`config.mk`:
```
export PLATFORM = sky130hd
export DESIGN_NAME = adc_capture_buffer_flat
export DESIGN_NICKNAME = d
export VERILOG_FILES = /design/src/rtl/osc_pkg.sv /design/src/rtl/adc_capture_buffer_if.sv /design/src/rtl/sample_ram.sv /design/src/rtl/adc_capture_buffer.sv /design/src/flat_wrapper.sv
export SDC_FILE = /design/constraint.sdc
export NUM_CORES = 2
export LEC_CHECK = 0
export CORE_MARGIN = 4
export CORE_UTILIZATION = 40
export DETAILED_ROUTE_END_ITERATION = 12
export PLACE_DENSITY_LB_ADDON = 0.3
export SLEW_MARGIN = 5
export SYNTH_ARGS = -nofsm -noshare
export SYNTH_HDL_FRONTEND = slang
export SYNTH_SLANG_ARGS = --single-unit
```
`constraint.sdc`:
```
create_clock -name clk -period 11 [get_ports clk]
set_input_delay 1.65 -clock clk [delete_from_list [all_inputs] [get_ports clk]]
set_output_delay 1.65 -clock clk [all_outputs]
set_load 0.05 [all_outputs]
```
`src/rtl/osc_pkg.sv`:
```
// Shared types and constants for the oscilloscope capture/transmit path.
// The clock rate is also consumed by the UART baud-rate logic.
package osc_pkg;
   localparam int               ADC_W        = 8;
   localparam int               CLK_HZ       = 27_000_000;
   localparam logic [ADC_W-1:0] DEF_HDR_BYTE = 8'hA5;

   typedef enum logic [2:0] {
      IDLE,
      ARMED,
      CAPTURE,
      HEADER,
      DUMP
   } state_t;
endpackage

```
`src/rtl/adc_capture_buffer_if.sv`:
```
// Byte link between the capture buffer and the UART transmitter:
// one-cycle active-low send strobe, data byte, and the transmitter busy flag.
interface adc_capture_buffer_if;
   import osc_pkg::*;

   logic [ADC_W-1:0] tx_data;
   logic             tx_send_n;
   logic             tx_busy;

   modport master (output tx_data, output tx_send_n, input tx_busy);
   modport slave  (input tx_data, input tx_send_n, output tx_busy);
endinterface

```
`src/rtl/sample_ram.sv`:
```
// Simple dual-port sample store: one write port, one read port with a
// registered output so it maps onto block RAM.
module sample_ram
   import osc_pkg::*;
#(
   parameter int DEPTH  = 256,
   parameter int ADDR_W = $clog2(DEPTH)
) (
   input  logic              clk,
   input  logic              i_we,
   input  logic [ADDR_W-1:0] i_waddr,
   input  logic [ADC_W-1:0]  i_wdata,
   input  logic [ADDR_W-1:0] i_raddr,
   output logic [ADC_W-1:0]  o_rdata
);
   logic [ADC_W-1:0] r_mem [DEPTH];
   logic [ADC_W-1:0] r_rdata;

   always_ff @(posedge clk) begin
      if (i_we) begin
         r_mem[i_waddr] <= i_wdata;
      end
      r_rdata <= r_mem[i_raddr];
   end

   assign o_rdata = r_rdata;
endmodule

```
`src/rtl/adc_capture_buffer.sv`:
```
// Captures one triggered (or timed-out) ADC record into block RAM and streams it
// to the UART transmitter as a header byte followed by DEPTH sample bytes.
module adc_capture_buffer
   import osc_pkg::*;
#(
   parameter int               DEPTH        = 256,
   parameter int               DECIM        = 1,
   parameter int               TRIG_TIMEOUT = CLK_HZ,
   parameter logic [ADC_W-1:0] HDR_BYTE     = DEF_HDR_BYTE
) (
   input  logic                 clk,
   input  logic                 rst,
   input  logic [ADC_W-1:0]     adc_data,
   input  logic                 arm,
   input  logic [ADC_W-1:0]     trig_level,
   adc_capture_buffer_if.master tx,
   output logic                 capturing,
   output logic                 frame_done
);
   localparam int ADDR_W = $clog2(DEPTH);
   localparam int DEC_W  = (DECIM > 1) ? $clog2(DECIM) : 1;
   localparam int TO_W   = $clog2(TRIG_TIMEOUT + 1);

   localparam logic [DEC_W-1:0]  DEC_LAST  = DEC_W'(DECIM - 1);
   localparam logic [TO_W-1:0]   TO_LAST   = TO_W'(TRIG_TIMEOUT - 1);
   localparam logic [ADDR_W-1:0] ADDR_LAST = ADDR_W'(DEPTH - 1);

   state_t            r_state, w_state_next;
   logic [ADC_W-1:0]  r_s0, r_prev, r_tx_data, w_rd_q;
   logic [DEC_W-1:0]  r_dec;
   logic [TO_W-1:0]   r_to;
   logic [ADDR_W-1:0] r_wr_addr, r_rd_addr;
   logic              r_send_n, r_send_d, r_last_pend, r_frame_done;
   logic              w_tick, w_edge, w_force, w_perm;
   logic              w_we, w_strobe, w_last;

   assign w_tick  = (r_dec == DEC_LAST);
   assign w_edge  = (r_prev < trig_level) && (r_s0 >= trig_level);
   assign w_force = (r_to == TO_LAST);
   // Two-cycle strobe guard covers the transmitter's busy-rise latency.
   assign w_perm  = !tx.tx_busy && r_send_n && r_send_d;

   always_ff @(posedge clk) begin
      if (rst) begin
         r_state <= IDLE;
      end else begin
         r_state <= w_state_next;
      end
   end

   always_comb begin
      w_state_next = r_state;
      w_we         = 1'b0;
      w_strobe     = 1'b0;
      w_last       = 1'b0;
      case (r_state)
         IDLE: begin
            if (arm) w_state_next = ARMED;
         end
         ARMED: begin
            // A trigger takes priority over arm dropping in the same cycle.
            if (w_tick && (w_edge || w_force)) begin
               w_we         = 1'b1;
               w_state_next = CAPTURE;
            end else if (!arm) begin
               w_state_next = IDLE;
            end
         end
         CAPTURE: begin
            if (w_tick) begin
               w_we = 1'b1;
               if (r_wr_addr == ADDR_LAST) w_state_next = HEADER;
            end
         end
         HEADER: begin
            if (w_perm) begin
               w_strobe     = 1'b1;
               w_state_next = DUMP;
            end
         end
         DUMP: begin
            if (w_perm) begin
               w_strobe = 1'b1;
               if (r_rd_addr == ADDR_LAST) begin
                  w_last       = 1'b1;
                  w_state_next = IDLE;
               end
            end
         end
         default: w_state_next = IDLE;
      endcase
   end

   always_ff @(posedge clk) begin
      if (rst) begin
         r_s0         <= '0;
         r_prev       <= '0;
         r_dec        <= '0;
         r_to         <= '0;
         r_wr_addr    <= '0;
         r_rd_addr    <= '0;
         r_tx_data    <= '0;
         r_send_n     <= 1'b1;
         r_send_d     <= 1'b1;
         r_last_pend  <= 1'b0;
         r_frame_done <= 1'b0;
      end else begin
         r_s0         <= adc_data;
         r_send_n     <= !w_strobe;
         r_send_d     <= r_send_n;
         r_last_pend  <= w_last;
         r_frame_done <= r_last_pend;

         if ((r_state == IDLE && arm) || w_tick) begin
            r_dec <= '0;
         end else begin
            r_dec <= r_dec + DEC_W'(1);
         end

         // Idle preload of 0xFF stops an already-high input from triggering at once.
         if (r_state == IDLE) begin
            r_prev <= '1;
         end else if (r_state == ARMED && w_tick) begin
            r_prev <= r_s0;
         end

         if (r_state != ARMED) begin
            r_to <= '0;
         end else if (!w_force) begin
            r_to <= r_to + TO_W'(1);
         end

         if (r_state == IDLE) begin
            r_wr_addr <= '0;
         end else if (w_we) begin
            r_wr_addr <= r_wr_addr + ADDR_W'(1);
         end

         // The RAM reads r_rd_addr every cycle; it only moves on a strobe,
         // so the read has always settled before the next permitted strobe.
         if (w_strobe) begin
            r_tx_data <= (r_state == HEADER) ? HDR_BYTE : w_rd_q;
            if (r_state == DUMP) r_rd_addr <= r_rd_addr + ADDR_W'(1);
         end
      end
   end

   sample_ram #(
      .DEPTH  (DEPTH),
      .ADDR_W (ADDR_W)
   ) u_ram (
      .clk     (clk),
      .i_we    (w_we),
      .i_waddr (r_wr_addr),
      .i_wdata (r_s0),
      .i_raddr (r_rd_addr),
      .o_rdata (w_rd_q)
   );

   assign tx.tx_data   = r_tx_data;
   assign tx.tx_send_n = r_send_n;
   assign capturing    = (r_state == ARMED) || (r_state == CAPTURE);
   assign frame_done   = r_frame_done;
endmodule

```
`src/flat_wrapper.sv`:
```
// flat-port wrapper written by rule: the top's interface ports become plain ports
module adc_capture_buffer_flat import osc_pkg::*;
#(
   parameter int               DEPTH        = 256,
   parameter int               DECIM        = 1,
   parameter int               TRIG_TIMEOUT = CLK_HZ,
   parameter logic [ADC_W-1:0] HDR_BYTE     = DEF_HDR_BYTE
)
  (clk, rst, adc_data, arm, trig_level, capturing, frame_done, tx_tx_data, tx_tx_send_n, tx_tx_busy);
  adc_capture_buffer_if tx_i ();
  input  logic clk;
  input  logic rst;
  input  logic [ADC_W-1:0] adc_data;
  input  logic arm;
  input  logic [ADC_W-1:0] trig_level;
  output logic capturing;
  output logic frame_done;
  output wire logic [$bits(tx_i.tx_data)-1:0] tx_tx_data;
  output wire logic [$bits(tx_i.tx_send_n)-1:0] tx_tx_send_n;
  input wire logic [$bits(tx_i.tx_busy)-1:0] tx_tx_busy;
  assign tx_tx_data = tx_i.tx_data;
  assign tx_tx_send_n = tx_i.tx_send_n;
  assign tx_i.tx_busy = tx_tx_busy;
  adc_capture_buffer #(.DEPTH(DEPTH), .DECIM(DECIM), .TRIG_TIMEOUT(TRIG_TIMEOUT), .HDR_BYTE(HDR_BYTE)) u_core (.clk(clk), .rst(rst), .adc_data(adc_data), .arm(arm), .trig_level(trig_level), .tx(tx_i), .capturing(capturing), .frame_done(frame_done));
endmodule
```
After elaboration in Yosys (flattened, before gate mapping)
Memory sizes are Yosys's and may differ from the RTL's. A register that Yosys moved wholly into a read port is not among the register bits.
Cells that the tools add are included.
{ "word_totals": {"register_bits": 73, "mem_bits_rw": 2048, "in_bits": 20, "memories": 1} }
{ "classes": {"addsub": 4, "magnitude_cmp": 2, "eq_ne": 15, "mux": 20, "n_bitwise": 3, "reduce_logical": 20} }
{ "mem_list": {"columns": ["memory", "words", "word_bits", "read_ports", "rd_ports_with_merged_regs", "wr", "line_no", "text"], "rows": [
  ["u_core.u_ram.r_mem", 256, 8, 1, 1, 1, "sample_ram.sv:16", "logic [ADC_W-1:0] r_mem [DEPTH];"]
]} }
{ "ops": {"columns": ["op", "n"], "rows": [
  ["$add A25 B1 Y25 const B", 1],
  ["$eq A25 B25 Y1 const B", 1],
  ["$mux W3", 8],
  ["$mux W8", 3],
  ["$add A8 B1 Y8 const B", 2],
  ["$eq A8 B8 Y1 const B", 2],
  ["$pmux W3 S5", 1],
  ["$ge A8 B8 Y1", 1],
  ["$lt A8 B8 Y1", 1],
  ["$ne A2 B1 Y1 const B", 4],
  ["$reduce_or A2 Y1", 4],
  ["$mux W1", 7],
  ["$reduce_and A7 Y1", 1],
  ["$eq A3 B2 Y1 const B", 2],
  ["$logic_and A1 B1 Y1", 6],
  ["$ne A2 B2 Y1 const B", 2],
  ["$eq A3 B1 Y1 const B", 1],
  ["$eq A3 B3 Y1 const B", 1],
  ["$logic_not A3 Y1", 1],
  ["$logic_or A1 B1 Y1", 3],
  ["$ne A3 B1 Y1 const B", 1],
  ["$ne A3 B2 Y1 const B", 1],
  ["$not A1 Y1", 3],
  ["$reduce_or A3 Y1", 1],
  ["other kinds (5)", 6]
]} }

Depth between registers and ports, before layout
{ "depth": {"word_depth": 8, "depth_mapped": 13, "ltp_nobuf": 10} }

Cells and area by module
From an unflattened synthesis, not the netlist that was laid out.
{ "hier_totals": {"cells_unflattened": 4130, "hier_area_um2": 83013.4} }
{ "by_module_without_submodules": {"columns": ["mod", "n_inst", "cells_per_inst", "area_per_inst_um2", "seq_area_each_um2"], "rows": [
  ["sample_ram", 1, 3733, 79556.3, 61659.1],
  ["adc_capture_buffer", 1, 397, 3457.1, 1461.4]
]} }

Worst setup path after synthesis
Ideal clock, no wire load.
{ "synth_timing": {"kind": "register to register", "startpoint": "register u_core.r_s0[0]", "endpoint": "memory u_core.u_ram.r_mem[137][0] (enable)", "setup_time_ns": 0.395, "t_arrival_ns": 6.314, "setup_slack_ns": 4.292, "stages_incl_launch_ff": 12, "period_less_slack_ns": 6.708, "path_cell_list": "dfxtp_1 > inv_1 > ha_1 > nand2b_1 > a21o_1 > a2111oi_0 > o31a_1 > o21ai_2 > a21oi_2 > buf_2 > buf_2 > nor4_1"} }
{ "synth_via": {"elab_chain_cells": 8} }
{ "synth_lines": {"columns": ["element", "line_no", "text"], "rows": [
  ["start, declared", "adc_capture_buffer.sv:29", "logic [ADC_W-1:0] r_s0, r_prev, r_tx_data, w_rd_q;"],
  ["start signal, assigned", "adc_capture_buffer.sv:108", "r_s0 <= adc_data;"],
  ["$ge A8 B8 Y1", "adc_capture_buffer.sv:38", "assign w_edge = (r_prev < trig_level) && (r_s0 >= trig_level);"],
  ["$logic_and A1 B1 Y1", "adc_capture_buffer.sv:38", null],
  ["$logic_or A1 B1 Y1", "adc_capture_buffer.sv:62", "if (w_tick && (w_edge || w_force)) begin"],
  ["$logic_and A1 B1 Y1", "adc_capture_buffer.sv:62", null],
  ["$mux W1", "adc_capture_buffer.sv:62", null],
  ["$pmux W1 S2", "adc_capture_buffer.sv:56", "case (r_state)"],
  ["$mux W1", "sample_ram.sv:20", "if (i_we) begin"],
  ["$mux W1 (not written as such)", "sample_ram.sv:21", "r_mem[i_waddr] <= i_wdata;"],
  ["end, declared", "sample_ram.sv:16", null]
]} }
Every way passes these cells.

==> flow_metrics.tcl <==
set metrics [dict create \
    async_flop_share 0 \
    finalWeightedCongestion 0.869 \
    fin_crit_ns 5.42 \
    ctsHtreeMaxLevel 4 \
    min_path_type "reg -> reg" \
    antenna_found_initial 7 \
    grt_pass1_wl_um 354000 \
    synth_edf_count 2048 \
    core_area_um2 208000 \
    hold_path_startpoint "u_core.tx.tx_send_n" \
    synthMuxAreaShare 0.138 \
    total_power_mw 16.5 \
    cp-end-kind "flop" \
    grt_max_degree 167 \
    final_cell_area_um2 95600 \
    finalSetupTns_ns 0 \
    ys_ff_latch 2129 \
    ir_drop_v 0.000176 \
    setup_viol 0 \
    p_leak_nw 30.8 \
    fillers 17300 \
    period_share 0.493 \
    grt_pass1_vias 44700 \
    core.rowCount 167 \
    hpwl_um 145000 \
    synthAdderAreaFrac 0.00313 \
    cp.arrival_ns 6.10 \
    die_x_um 466 \
    clkTransAtPathRegs_ns 0.07 \
    clock.fmax_mhz 185 \
    clock_latency_ns 0.85 \
    r2r-start "u_core.r_rd_addr[0]" \
    ctsHoldBuffers 0 \
    drt_iter0_markers 5926 \
    ys.flop_type "edfxtp_1" \
    placed_area_um2 88600 \
    grtUsageTotal 0.228 \
    die_height_um 466 \
    dieArea_um2 217000 \
    cp-start-kind "flop" \
    power_density_nw_per_um2 173 \
    postCtsSetupBuffers 0 \
    root_buffer "clkbuf_16" \
    cts_resized 0 \
    crit_fanout 85 \
    initial_core_util 0.404 \
    synth_fp_nets 4350 \
    required_ns 11.68 \
    dr.pass1.iters 6 \
    syn-cell-area_um2 84000 \
    synth-compound-area-share 0.0375 \
    tightest_slew_ns 1.34 \
    nets 4452 \
    yosys.area_share.xor_xnor 0.00282 \
    slew_headroom 0.0975 \
    ys_types 72 \
    gr-total-overflow 0 \
    final_layout_size_suffix_gt1_frac 0.239 \
    criticalPathCategory "reg -> reg" \
    cts_tree "yes" \
    seqCellArea_um2 63200 \
    wirelength_um 252000 \
    status "completed" \
    numCtsBuffers 208 \
    wl_per_cell_um 34.1 \
    post-route-drc-count 0 \
    whs_ns 0.478 \
    syn2layout_area_growth_pct 13.9 \
    finalMaxSlewViolations 0 \
    num_vias 45700 \
    synth_top_family_by_area "multiplexers" \
    maxCapViolations 0 \
    setup.worst_path.start "u_core.r_rd_addr[0]" \
    postSynthAreaPerCell_um2 19.5 \
    routed_via_density 6.18 \
    multi_input_area_um2 20200 \
    synth_warnings 0 \
    ios 31 \
    grt_setup_unrepaired "no" \
    clockBufferDepth 3 \
    synth-seq-area-share 0.752 \
    portBuffers 30 \
    hold_viol_final 0 \
    syn_inst 4309 \
    ant_nets 0 \
    synthSimpleGateAreaFrac 0.0453 \
    cts_sinks 2129 \
    finalClockSkew_ns 0.0423 \
]
[path summary, 6_finish.rpt]
kind | end | slack [ns] | cells past startpoint
hold / removal | u_core.r_send_d | 0.48 | 1
setup reg to reg | u_core.u_ram.o_rdata[7] | 5.58 | 9
setup / recovery | u_core.u_ram.o_rdata[7] | 5.58 | 9
hold reg to reg | u_core.r_send_d | 0.48 | 1
[critical path, cell delays in order, from the launching register on]
cell and delay [ns]:
dfxtp_4 0.84, buf_4 0.65, buf_12 0.55, buf_12 0.58
mux4_2 0.61, mux4_2 0.53, nor2_1 0.13, a21oi_1 0.12
a2111oi_2 0.81, o32ai_1 0.16
[cell type report]
class                   instances  share of cell area
clock buffers                 271              0.0592
repair buffers                194              0.0175
inverters                      16            0.000628
clock inverters               118              0.0143
well taps                    2788              0.0365
multi-input cells            1862               0.211
diodes                          8            0.000209
flip-flops and latches       2129               0.661
[report_power, final]
group / switching (mW) / internal, mW
logic: 0.208 / 0.0346
clock network: 3.06 / 4.28
registers: 0.0375 / 8.88
[sequential cells by signal, summed over array words and instances (netlist names)]
register,flops
u_core.r_prev,8
u_core.u_ram.r_mem,2048
u_core.r_last_pend,1
u_core.r_s0,8
u_core.tx.tx_data,8
u_core.r_to,25
u_core.r_state,3
u_core.r_dec,1
u_core.r_rd_addr,8
u_core.r_send_d,1
u_core.frame_done,1
u_core.r_wr_addr,8
u_core.tx.tx_send_n,1
u_core.u_ram.o_rdata,8
[layer usage]
layer / global-route usage / wire, um / up-vias
met4: 0.0969 / 11700 / 4
met3: 0.0479 / 23600 / 509
li1: - / - / 18300
met5: 0 / 29 / -
met1: 0.318 / 100000 / 24100
met2: 0.351 / 116000 / 2818
[layout by cell type, fill, tap and decap left out, drive strengths merged, types with 15 or more instances in the layout]
master         count
clkinv            78
edfxtp          2048
nand2            142
ha                21
nor2b             35
nor2             107
o221ai            21
nand4             22
mux4             414
clkbuf           271
nor4             217
buf              165
mux2              21
inv               20
a211oi            39
bufinv            28
a2111oi           16
dfxtp             81
xor2              15
o22ai             43
a221oi            31
clkdlybuf4s50     29
nand3             41
nor3              95
a22oi             93
mux2i            201
a22o              18
a21oi             81
o21ai             51
[metrics by stage]
stage | setup WS [ns] | util | instances
global route | 5.28 | 0.460 | 7378
finish | 5.58 | 0.460 | 7386
floorplan | 4.29 | - | 4309
global placement | 5.30 | 0.426 | 6989
CTS | 5.49 | 0.460 | 7378
detailed placement | 5.19 | 0.426 | 6989
[cells in the mapped netlist (9+ instances only)]
library cell / number / area share
a2111oi_0: 15 / 0.0016
a211oi_1: 39 / 0.0035
a21o_1: 9 / 0.00080
a21oi_1: 80 / 0.0048
a221oi_1: 30 / 0.0031
a22o_1: 18 / 0.0019
a22oi_1: 93 / 0.0083
a31oi_1: 10 / 0.00075
and3_1: 13 / 0.00097
buf_1: 10 / 0.00045
buf_2: 95 / 0.0057
buf_4: 27 / 0.0024
buf_6: 32 / 0.0043
clkbuf_1: 125 / 0.0056
dfxtp_1: 81 / 0.019
edfxtp_1: 2048 / 0.73
ha_1: 21 / 0.0031
inv_1: 15 / 0.00067
mux2_2: 21 / 0.0028
mux2i_1: 201 / 0.024
mux4_1: 14 / 0.0044
mux4_2: 400 / 0.11
nand2_1: 140 / 0.0063
nand2b_1: 10 / 0.00075
nand3_1: 41 / 0.0024
nand4_1: 21 / 0.0016
nor2_1: 107 / 0.0048
nor2b_1: 35 / 0.0026
nor3_1: 95 / 0.0057
nor4_1: 217 / 0.016
o211ai_1: 13 / 0.0012
o21ai_0: 46 / 0.0027
o221ai_1: 21 / 0.0022
o22ai_1: 43 / 0.0032
or3_1: 13 / 0.00097
xnor2_1: 12 / 0.0013
xor2_1: 15 / 0.0016
[kinds of logic (layout without fill, tap and decap cells)]
group | after synthesis | in the layout
DFF | 2129 | 2129
and+or+nand+nor | 727 | 727
muxes | 636 | 636
AOI/OAI and AO/OA | 450 | 450
buffers and inverters | 318 | 599
xor gates and xnor gates | 27 | 27
adders and majority gates | 21 | 21
other | 1 | 9
No activity file was read; power rests on OpenSTA's default activity.
